<file path="src/rtl/fsk_pkg.sv">
`default_nettype none
// ============================================================================
// Module  : fsk_pkg
// Brief   : Shared types and constants for the FSK transmit frame scheduler.
// Revision: 1.0 - initial release
// ============================================================================
package fsk_pkg;

    // Frame scheduler states
    typedef enum logic [2:0] {
        ST_IDLE     = 3'd0,
        ST_PREAMBLE = 3'd1,
        ST_START    = 3'd2,
        ST_DATA     = 3'd3,
        ST_STOP     = 3'd4
    } state_t;

    // Default tone increments for mark (1) and space (0)
    localparam logic [23:0] DEF_MARK_INC  = 24'h0A3D71;
    localparam logic [23:0] DEF_SPACE_INC = 24'h051EB8;

    // Data bits per frame, sent LSB first
    localparam int DATA_BITS = 8;

endpackage
`default_nettype wire

</file>
<file path="src/rtl/fsk_baud_tick.sv">
`default_nettype none
// ============================================================================
// Module  : fsk_baud_tick
// Brief   : Counts clock-enable strobes and flags the last strobe of a bit.
// Revision: 1.0 - initial release
// ============================================================================
module fsk_baud_tick #(
    parameter int unsigned BAUD_DIV = 16
) (
    input  logic clk_in,
    input  logic reset,
    input  logic en,
    input  logic clr,
    output logic bnd
);

    localparam logic [15:0] CNT_LAST = 16'(BAUD_DIV - 1);

    logic [15:0] baud_cnt_q;
    logic [15:0] baud_cnt_d;

    // Boundary on the last strobe of a bit; clear wins over a coincident strobe
    always_comb begin
        bnd        = en && (baud_cnt_q == CNT_LAST);
        baud_cnt_d = baud_cnt_q;
        if (clr || bnd) begin
            baud_cnt_d = '0;
        end else if (en) begin
            baud_cnt_d = baud_cnt_q + 16'd1;
        end
    end

    // Strobe counter register
    always_ff @(posedge clk_in) begin
        if (reset) begin
            baud_cnt_q <= '0;
        end else begin
            baud_cnt_q <= baud_cnt_d;
        end
    end

endmodule
`default_nettype wire

</file>
<file path="src/rtl/fsk_tx_ctrl.sv">
`default_nettype none
// ============================================================================
// Module  : fsk_tx_ctrl
// Brief   : Frames bytes as preamble/start/8 data/stop and drives FSK tones.
// Revision: 1.0 - initial release
// ============================================================================
module fsk_tx_ctrl
    import fsk_pkg::*;
#(
    parameter int unsigned      BAUD_DIV      = 16,
    parameter int unsigned      PREAMBLE_BITS = 8,
    parameter int unsigned      TONE_W        = 24,
    parameter logic [TONE_W-1:0] MARK_INC     = TONE_W'(DEF_MARK_INC),
    parameter logic [TONE_W-1:0] SPACE_INC    = TONE_W'(DEF_SPACE_INC)
) (
    input  logic              clk_in,
    input  logic              reset,
    input  logic              en,
    input  logic [7:0]        tx_data,
    input  logic              tx_valid,
    output logic              tx_ready,
    output logic [TONE_W-1:0] tone_inc,
    output logic              tone_en,
    output logic              bit_out,
    output logic              busy
);

    localparam logic [15:0] PRE_LAST  = (PREAMBLE_BITS > 0) ? 16'(PREAMBLE_BITS - 1) : 16'd0;
    localparam logic [2:0]  DATA_LAST = 3'(DATA_BITS - 1);

    state_t            state_q, state_d;
    logic [7:0]        shift_q, shift_d;
    logic [2:0]        bit_cnt_q, bit_cnt_d;
    logic [15:0]       pre_cnt_q, pre_cnt_d;
    logic              bit_out_q, bit_out_d;
    logic [TONE_W-1:0] tone_inc_q;
    logic              tone_en_q;
    logic              busy_q;
    logic              bnd;
    logic              accept;

    // Strobe counter is held at zero while idle so a new burst starts clean
    fsk_baud_tick #(
        .BAUD_DIV (BAUD_DIV)
    ) u_baud_tick (
        .clk_in (clk_in),
        .reset  (reset),
        .en     (en),
        .clr    (state_q == ST_IDLE),
        .bnd    (bnd)
    );

    // Ready while idle, or on the final strobe of a stop bit for back-to-back frames
    always_comb begin
        tx_ready = (state_q == ST_IDLE) || ((state_q == ST_STOP) && bnd);
        accept   = tx_valid && tx_ready;
    end

    // Next-state and next-line-bit logic; the line bit is produced with the state
    always_comb begin
        state_d   = state_q;
        shift_d   = shift_q;
        bit_cnt_d = bit_cnt_q;
        pre_cnt_d = pre_cnt_q;
        bit_out_d = bit_out_q;
        case (state_q)
            ST_IDLE: begin
                if (accept) begin
                    shift_d   = tx_data;
                    pre_cnt_d = '0;
                    if (PREAMBLE_BITS > 0) begin
                        state_d   = ST_PREAMBLE;
                        bit_out_d = 1'b1;
                    end else begin
                        state_d   = ST_START;
                        bit_out_d = 1'b0;
                    end
                end
            end
            ST_PREAMBLE: begin
                if (bnd) begin
                    if (pre_cnt_q == PRE_LAST) begin
                        state_d   = ST_START;
                        bit_out_d = 1'b0;
                    end else begin
                        pre_cnt_d = pre_cnt_q + 16'd1;
                        bit_out_d = ~bit_out_q;
                    end
                end
            end
            ST_START: begin
                if (bnd) begin
                    state_d   = ST_DATA;
                    bit_cnt_d = '0;
                    bit_out_d = shift_q[0];
                end
            end
            ST_DATA: begin
                if (bnd) begin
                    shift_d   = {1'b0, shift_q[7:1]};
                    bit_cnt_d = bit_cnt_q + 3'd1;
                    if (bit_cnt_q == DATA_LAST) begin
                        state_d   = ST_STOP;
                        bit_out_d = 1'b1;
                    end else begin
                        bit_out_d = shift_q[1];
                    end
                end
            end
            ST_STOP: begin
                if (bnd) begin
                    if (accept) begin
                        shift_d   = tx_data;
                        state_d   = ST_START;
                        bit_out_d = 1'b0;
                    end else begin
                        state_d   = ST_IDLE;
                        bit_out_d = 1'b1;
                    end
                end
            end
            default: begin
                state_d   = ST_IDLE;
                bit_out_d = 1'b1;
            end
        endcase
    end

    // State and registered outputs; tone follows the line bit on the same edge
    always_ff @(posedge clk_in) begin
        if (reset) begin
            state_q    <= ST_IDLE;
            shift_q    <= '0;
            bit_cnt_q  <= '0;
            pre_cnt_q  <= '0;
            bit_out_q  <= 1'b1;
            tone_inc_q <= MARK_INC;
            tone_en_q  <= 1'b0;
            busy_q     <= 1'b0;
        end else begin
            state_q    <= state_d;
            shift_q    <= shift_d;
            bit_cnt_q  <= bit_cnt_d;
            pre_cnt_q  <= pre_cnt_d;
            bit_out_q  <= bit_out_d;
            tone_inc_q <= bit_out_d ? MARK_INC : SPACE_INC;
            tone_en_q  <= (state_d != ST_IDLE);
            busy_q     <= (state_d != ST_IDLE);
        end
    end

    assign tone_inc = tone_inc_q;
    assign tone_en  = tone_en_q;
    assign bit_out  = bit_out_q;
    assign busy     = busy_q;

endmodule
`default_nettype wire

</file>
<file path="config.mk">
export PLATFORM = sky130hd
export DESIGN_NAME = fsk_tx_ctrl
export DESIGN_NICKNAME = d
export VERILOG_FILES = /design/src/rtl/fsk_pkg.sv /design/src/rtl/fsk_baud_tick.sv /design/src/rtl/fsk_tx_ctrl.sv
export SDC_FILE = /design/constraint.sdc
export NUM_CORES = 1
export LEC_CHECK = 0
export BUFFER_PORTS_ARGS = -buffer_cell sky130_fd_sc_hd__buf_2
export CORE_MARGIN = 2
export CORE_UTILIZATION = 45
export CTS_BUF_LIST = sky130_fd_sc_hd__clkbuf_4
export CTS_CLUSTER_DIAMETER = 150
export DETAILED_ROUTE_END_ITERATION = 8
export GPL_TIMING_DRIVEN = 0
export PLACE_DENSITY = 0.75
export SLEW_MARGIN = 20
export SYNTH_ARGS = -nofsm -noshare
export SYNTH_HDL_FRONTEND = slang
export SYNTH_SLANG_ARGS = --single-unit
</file>
<file path="constraint.sdc">
create_clock -name clk_in -period 3 [get_ports clk_in]
set_input_delay 0.15 -clock clk_in [delete_from_list [all_inputs] [get_ports clk_in]]
set_output_delay 0.15 -clock clk_in [all_outputs]
set_load 0.01 [all_outputs]
</file>
# Yosys cells after proc, flatten, opt, wreduce, memory -nomap -nowiden
# Index checks and enable logic that the tools add are counted.
[word_totals] regBits=72 inputBits=12 elab_cells=69
[op_classes] n_addsub=3 n_eq_ne=13 mux=30 bitwise_logic=1 reduce_logical=14
[ops] cell="16-bit 2-to-1 mux" count=3
[ops] cell="16-bit by 1-bit adder with 16-bit output (second input constant)" count=2
[ops] cell="16-bit case mux with 2 select lines" count=1
[ops] cell="3-bit 2-to-1 mux" count=9
[ops] cell="8-bit 2-to-1 mux" count=3
[ops] cell="8-bit case mux with 3 select lines" count=1
[ops] cell="20-bit 2-to-1 mux" count=1
[ops] cell="16-bit by 3-bit equality test with 1-bit output (second input constant)" count=1
[ops] cell="16-bit by 4-bit equality test with 1-bit output (second input constant)" count=1
[ops] cell="3-bit case mux with 5 select lines" count=1
[ops] cell="2-bit != test (second input constant)" count=6
[ops] cell="1-bit 2-to-1 mux" count=8
[ops] cell="3-bit by 2-bit equality test with 1-bit output (second input constant)" count=2
[ops] cell="3-bit equality test (second input constant)" count=2
[ops] cell="3-bit case mux with 2 select lines" count=1
[ops] cell="3-bit AND reduction" count=2
[ops] cell="3-bit nonzero test" count=2
[ops] cell="1-bit case mux with 5 select lines" count=1
[ops] cell="4-bit AND reduction" count=1
[ops] cell="2-bit nonzero test" count=2
[ops] cell="3-bit by 1-bit adder with 3-bit output (second input constant)" count=1
[ops] cell="3-bit by 1-bit equality test with 1-bit output (second input constant)" count=1
[ops] cell="1-bit logical AND" count=3
[ops] cell="3-bit logical NOT" count=1
[ops] cell="4 further kinds" count=5

# Depth between registers and ports, before layout
[depth] ltp_word=9 mapped_depth=9

# Hierarchy
# A second synthesis with hierarchy kept.
[unflattened] hier_cells=324 hier_area_um2=2733.9
[modules_own_cells] mod="fsk_tx_ctrl" instances=1 cells_per_inst=237 area_per_inst_um2=1943.1 seq_area_each_um2=660.6
[modules_own_cells] mod="fsk_baud_tick" instances=1 cells_per_inst=87 area_per_inst_um2=790.8 seq_area_each_um2=320.3

# Worst setup path after synthesis
# OpenSTA, ideal clock, no wires.
[synth_path] path_kind="register to register" start="register u_baud_tick.baud_cnt_q[0]" end="register pre_cnt_q[8]" t_arrival_ns=1.897 required_ns=2.877 path_slack_ns=0.980 path_stages_with_launch=9 path_cell_list="dfxtp_1 > ha_1 > and4_1 > and4_1 > buf_6 > nor2_2 > buf_6 > nor4_1 > mux2_1"
[synth_between] elab_chain_len=7 elab_cells_between_ends=8 cone_classes="eq/ne (3); reduce/logical (5)"
[synth_lines] item="start, declared" line_no="fsk_baud_tick.sv:19" source="logic [15:0] baud_cnt_q;"
[synth_lines] item="start signal, assigned" line_no="fsk_baud_tick.sv:38" source="baud_cnt_q <= baud_cnt_d;"
[synth_lines] item="16-bit by 4-bit equality test with 1-bit output *" line_no="fsk_baud_tick.sv:24" source="bnd = en && (baud_cnt_q == CNT_LAST);"
[synth_lines] item="1-bit logical AND *" line_no="fsk_baud_tick.sv:24"
[synth_lines] item="1-bit logical AND" line_no="fsk_tx_ctrl.sv:55" source="tx_ready = (state_q == ST_IDLE) || ((state_q == ST_STOP) && bnd);"
[synth_lines] item="1-bit logical OR" line_no="fsk_tx_ctrl.sv:55"
[synth_lines] item="1-bit logical AND" line_no="fsk_tx_ctrl.sv:56" source="accept = tx_valid && tx_ready;"
[synth_lines] item="2-bit != test (no source line)"
[synth_lines] item="4-bit AND reduction (no source line) *"
[synth_lines] item="end signal, assigned" line_no="fsk_tx_ctrl.sv:144" source="pre_cnt_q <= pre_cnt_d;"
[synth_lines] item="end, declared" line_no="fsk_tx_ctrl.sv:34" source="logic [15:0] pre_cnt_q, pre_cnt_d;"
# Mark *: on every way between the ends. The rest lies on a longest branch, timed or not.
# A chain may end at the register's enable or synchronous reset.

# Final worst setup path
[layout_path] start="register u_baud_tick.baud_cnt_q[0]" end="register pre_cnt_q[10]"
# Same word-level chain as after synthesis.

==> metrics <==
outcome complete, no violations; minimum clock period after layout 2.38 ns; FF-to-FF Start u_baud_tick.baud_cnt_q[0]; unrepaired setup endpoints after global routing false; GRT overflow 0; Clock Sinks 49; initial core utilization 0.461; GRT Resource Usage Total 0.184; share of cells above drive strength 1 0.192; Gate Count Post-Synth 333; clock latency on the worst-skew pair 0.39 ns; Die H 81.7 microns; routability cong. 0.900; Sum Neg Setup Slack 0 ns; largest net degree at the start of global routing 17; DRT antenna net count 0; period utilization 0.793; fin nets just under 400; Critical Path Source Type flop; Netlist Area Pre-Place 2710 sq um; Placed Cells roughly 440; drt pass-1 iters 4; die area between 6000 and 7000 sq um; Peak Freq 420 MHz; CTS Buf Count 5; Hold Crit Class primary input to flop; Post-synth ARST share 0; Max H-tree Level 2; via count 2485; crit path max fanout 9; post-synthesis sequential area ratio 0.361; Min Hold Slack 0.0152 ns; Non-Filler Instances between 400 and 500; Rows 28; # diodes 0; Residual DRC 0; dpl hpwl 4300 microns; PostCTS Resize Cnt 0; synthesis-to-layout area growth 13.1%; Worst Tran Pin Value ~0.8 ns; syn avg cell area around 8.1 sq um; YS warnings 0; final setup violating endpoints 0; first-pass GRT wire length 9670 microns; critical path data required time 3.31 ns; initial antenna violation count 0; count of different cell masters after synthesis 51; crit path DAT 2.69 ns; Final Max Tran Viols 0; overall power approximately 1.2 mW; hold_buf cts 4; clock root cell clkbuf_4; ys flop type dfxtp_1; Setup CP Type flop to flop; max-slew headroom at the worst pin 0.468; vias in the first global route 2152; Port Buffers 24; CTS max path bufs 2; Max Clock Skew roughly 0.022 ns; CORE AREA 5890 sq um; Vias per Instance approximately 5.5; Setup crit start u_baud_tick.baud_cnt_q[0]; Hold Startpoint tx_data[4]; LEAKAGE about 1.1 nW; TritonCTS clock tree yes; post-CTS setup buffer count 0; Final Hold Vio Count 0; # Max-Cap Violations 0; wire length per cell around 13 microns; clk slew on worst S/H paths 0.16 ns; CP Capture Type flop; Post-synth EDFFs 0; Yosys reg bits a little under 50; chip width 81.7 microns; # IOs 40; maximum vdd drop 0.265 mV; power per cell area approximately 380 nW/um^2; WL final 5900 microns; drt initial violations 115
-- flip-flops by register name, indices dropped and copies added, names as in the netlist --
signal,cells
busy,1
bit_cnt_q,3
state_q,3
tone_inc,2
pre_cnt_q,16
u_baud_tick.baud_cnt_q,16
shift_q,8
-- metal layers --
metal,vias to the layer above,track usage,part of all wire
met4,0,0.0717,0.011
met3,6,0.0297,0.042
met1,1158,0.235,0.45
li1,1265,-,-
met2,56,0.312,0.50
met5,-,0,0
-- logic make-up after synthesis --
kind of cell | share of synthesized area
buf+inv | 0.111
fa+ha+maj | 0.0184
other cells | 0.00277
compound gates | 0.149
mux | 0.0152
simple gates | 0.296
flops | 0.361
xor+xnor | 0.0452
-- path summary, 6_finish.rpt --
path / slack (ns) / end / cells past startpoint
worst max-delay path: 0.62 / pre_cnt_q[10] / 6
worst min-delay path: 0.02 / shift_q[4] / 3
worst max register to register: 0.62 / pre_cnt_q[10] / 6
worst min register to register: 0.47 / bit_cnt_q[2] / 2
-- where the power goes --
part	total (mW)	internal (mW)	switching (mW)
Sequential	0.676	0.665	0.0105
Clock	0.318	0.0933	0.224
Combinational	0.183	0.0782	0.105
-- synth_stat cells, types with 2 or more instances --
cell      instances  area share
or4_1             7       0.019
nor4_1            6       0.014
xnor2_1          10       0.032
ha_1              4       0.018
buf_2             7       0.013
conb_1            2      0.0028
o31ai_1           8       0.022
xor2_1            4       0.013
o211ai_1          2      0.0055
a21o_1            2      0.0055
a21oi_1          21       0.039
dfxtp_1          49        0.36
inv_1             7      0.0097
and3_1            4      0.0092
o21ai_0           6       0.011
or3_1             6       0.014
nand4_1          10       0.023
nor4_2            2      0.0092
nand3_1          20       0.037
nor2_1           34       0.047
o31a_1            2      0.0065
a31oi_1           2      0.0046
o21a_1            2      0.0055
or2_2             2      0.0046
a311oi_1          8       0.026
mux2i_1           3       0.011
nand2_1          29       0.040
buf_6             2      0.0083
and2_1            2      0.0046
and4_1            6       0.019
nor3_1           10       0.018
buf_4            24       0.066
clkbuf_1          9       0.012
nand3b_1          4       0.011
-- cells in the final DEF, fill, tap and decap left out, drive strengths merged, types with 3 or more instances in the layout --
| cell type | netlist | layout |
|---|---|---|
| clkinv | 0 | 3 |
| o31ai | 8 | 8 |
| ha | 4 | 4 |
| nand2 | 29 | 29 |
| and3 | 4 | 4 |
| dfxtp | 49 | 49 |
| xnor2 | 10 | 10 |
| xor2 | 4 | 4 |
| dlygate4sd3 | 0 | 4 |
| mux2i | 3 | 3 |
| nand3b | 4 | 4 |
| o21ai | 7 | 7 |
| and4 | 6 | 6 |
| clkbuf | 9 | 14 |
| or4 | 7 | 7 |
| nor2 | 35 | 35 |
| nor3 | 10 | 10 |
| conb | 2 | 13 |
| buf | 34 | 58 |
| nand4 | 10 | 10 |
| nand3 | 20 | 20 |
| a21oi | 22 | 22 |
| nor4 | 9 | 9 |
| a311oi | 8 | 8 |
| or3 | 6 | 6 |
| inv | 7 | 7 |
-- area by class of cell --
class	instances	area, sq um
Buffer	43	275
Clock buffer	5	37.5
Clock inverter	3	22.5
Fill cell	567	2820
Inverter	7	26.3
Multi-Input combinational cell	245	1470
Sequential cell	49	981
Tap cell	75	93.8
Timing Repair Buffer	28	160
-- through the flow --
| stage | worst slack [ns] | utilization | cell area [sq um] |
|---|---|---|---|
| floorplan | 0.980 | - | 2760 |
| global placement | 0.761 | 0.504 | 2970 |
| detailed placement | 0.705 | 0.504 | 2970 |
| CTS | 0.646 | 0.521 | 3070 |
| global route | 0.481 | 0.521 | 3070 |
| finish | 0.620 | 0.521 | 3070 |
-- worst max-delay path: stages, from the launching register on --
cell and delay [ns]:
dfxtp_1 0.41, ha_1 0.23, and4_1 0.30, nand4_1 0.37, a21oi_2 0.36, or4b_1 0.47
a21oi_1 0.16
Power figures use the tool's default switching activity.
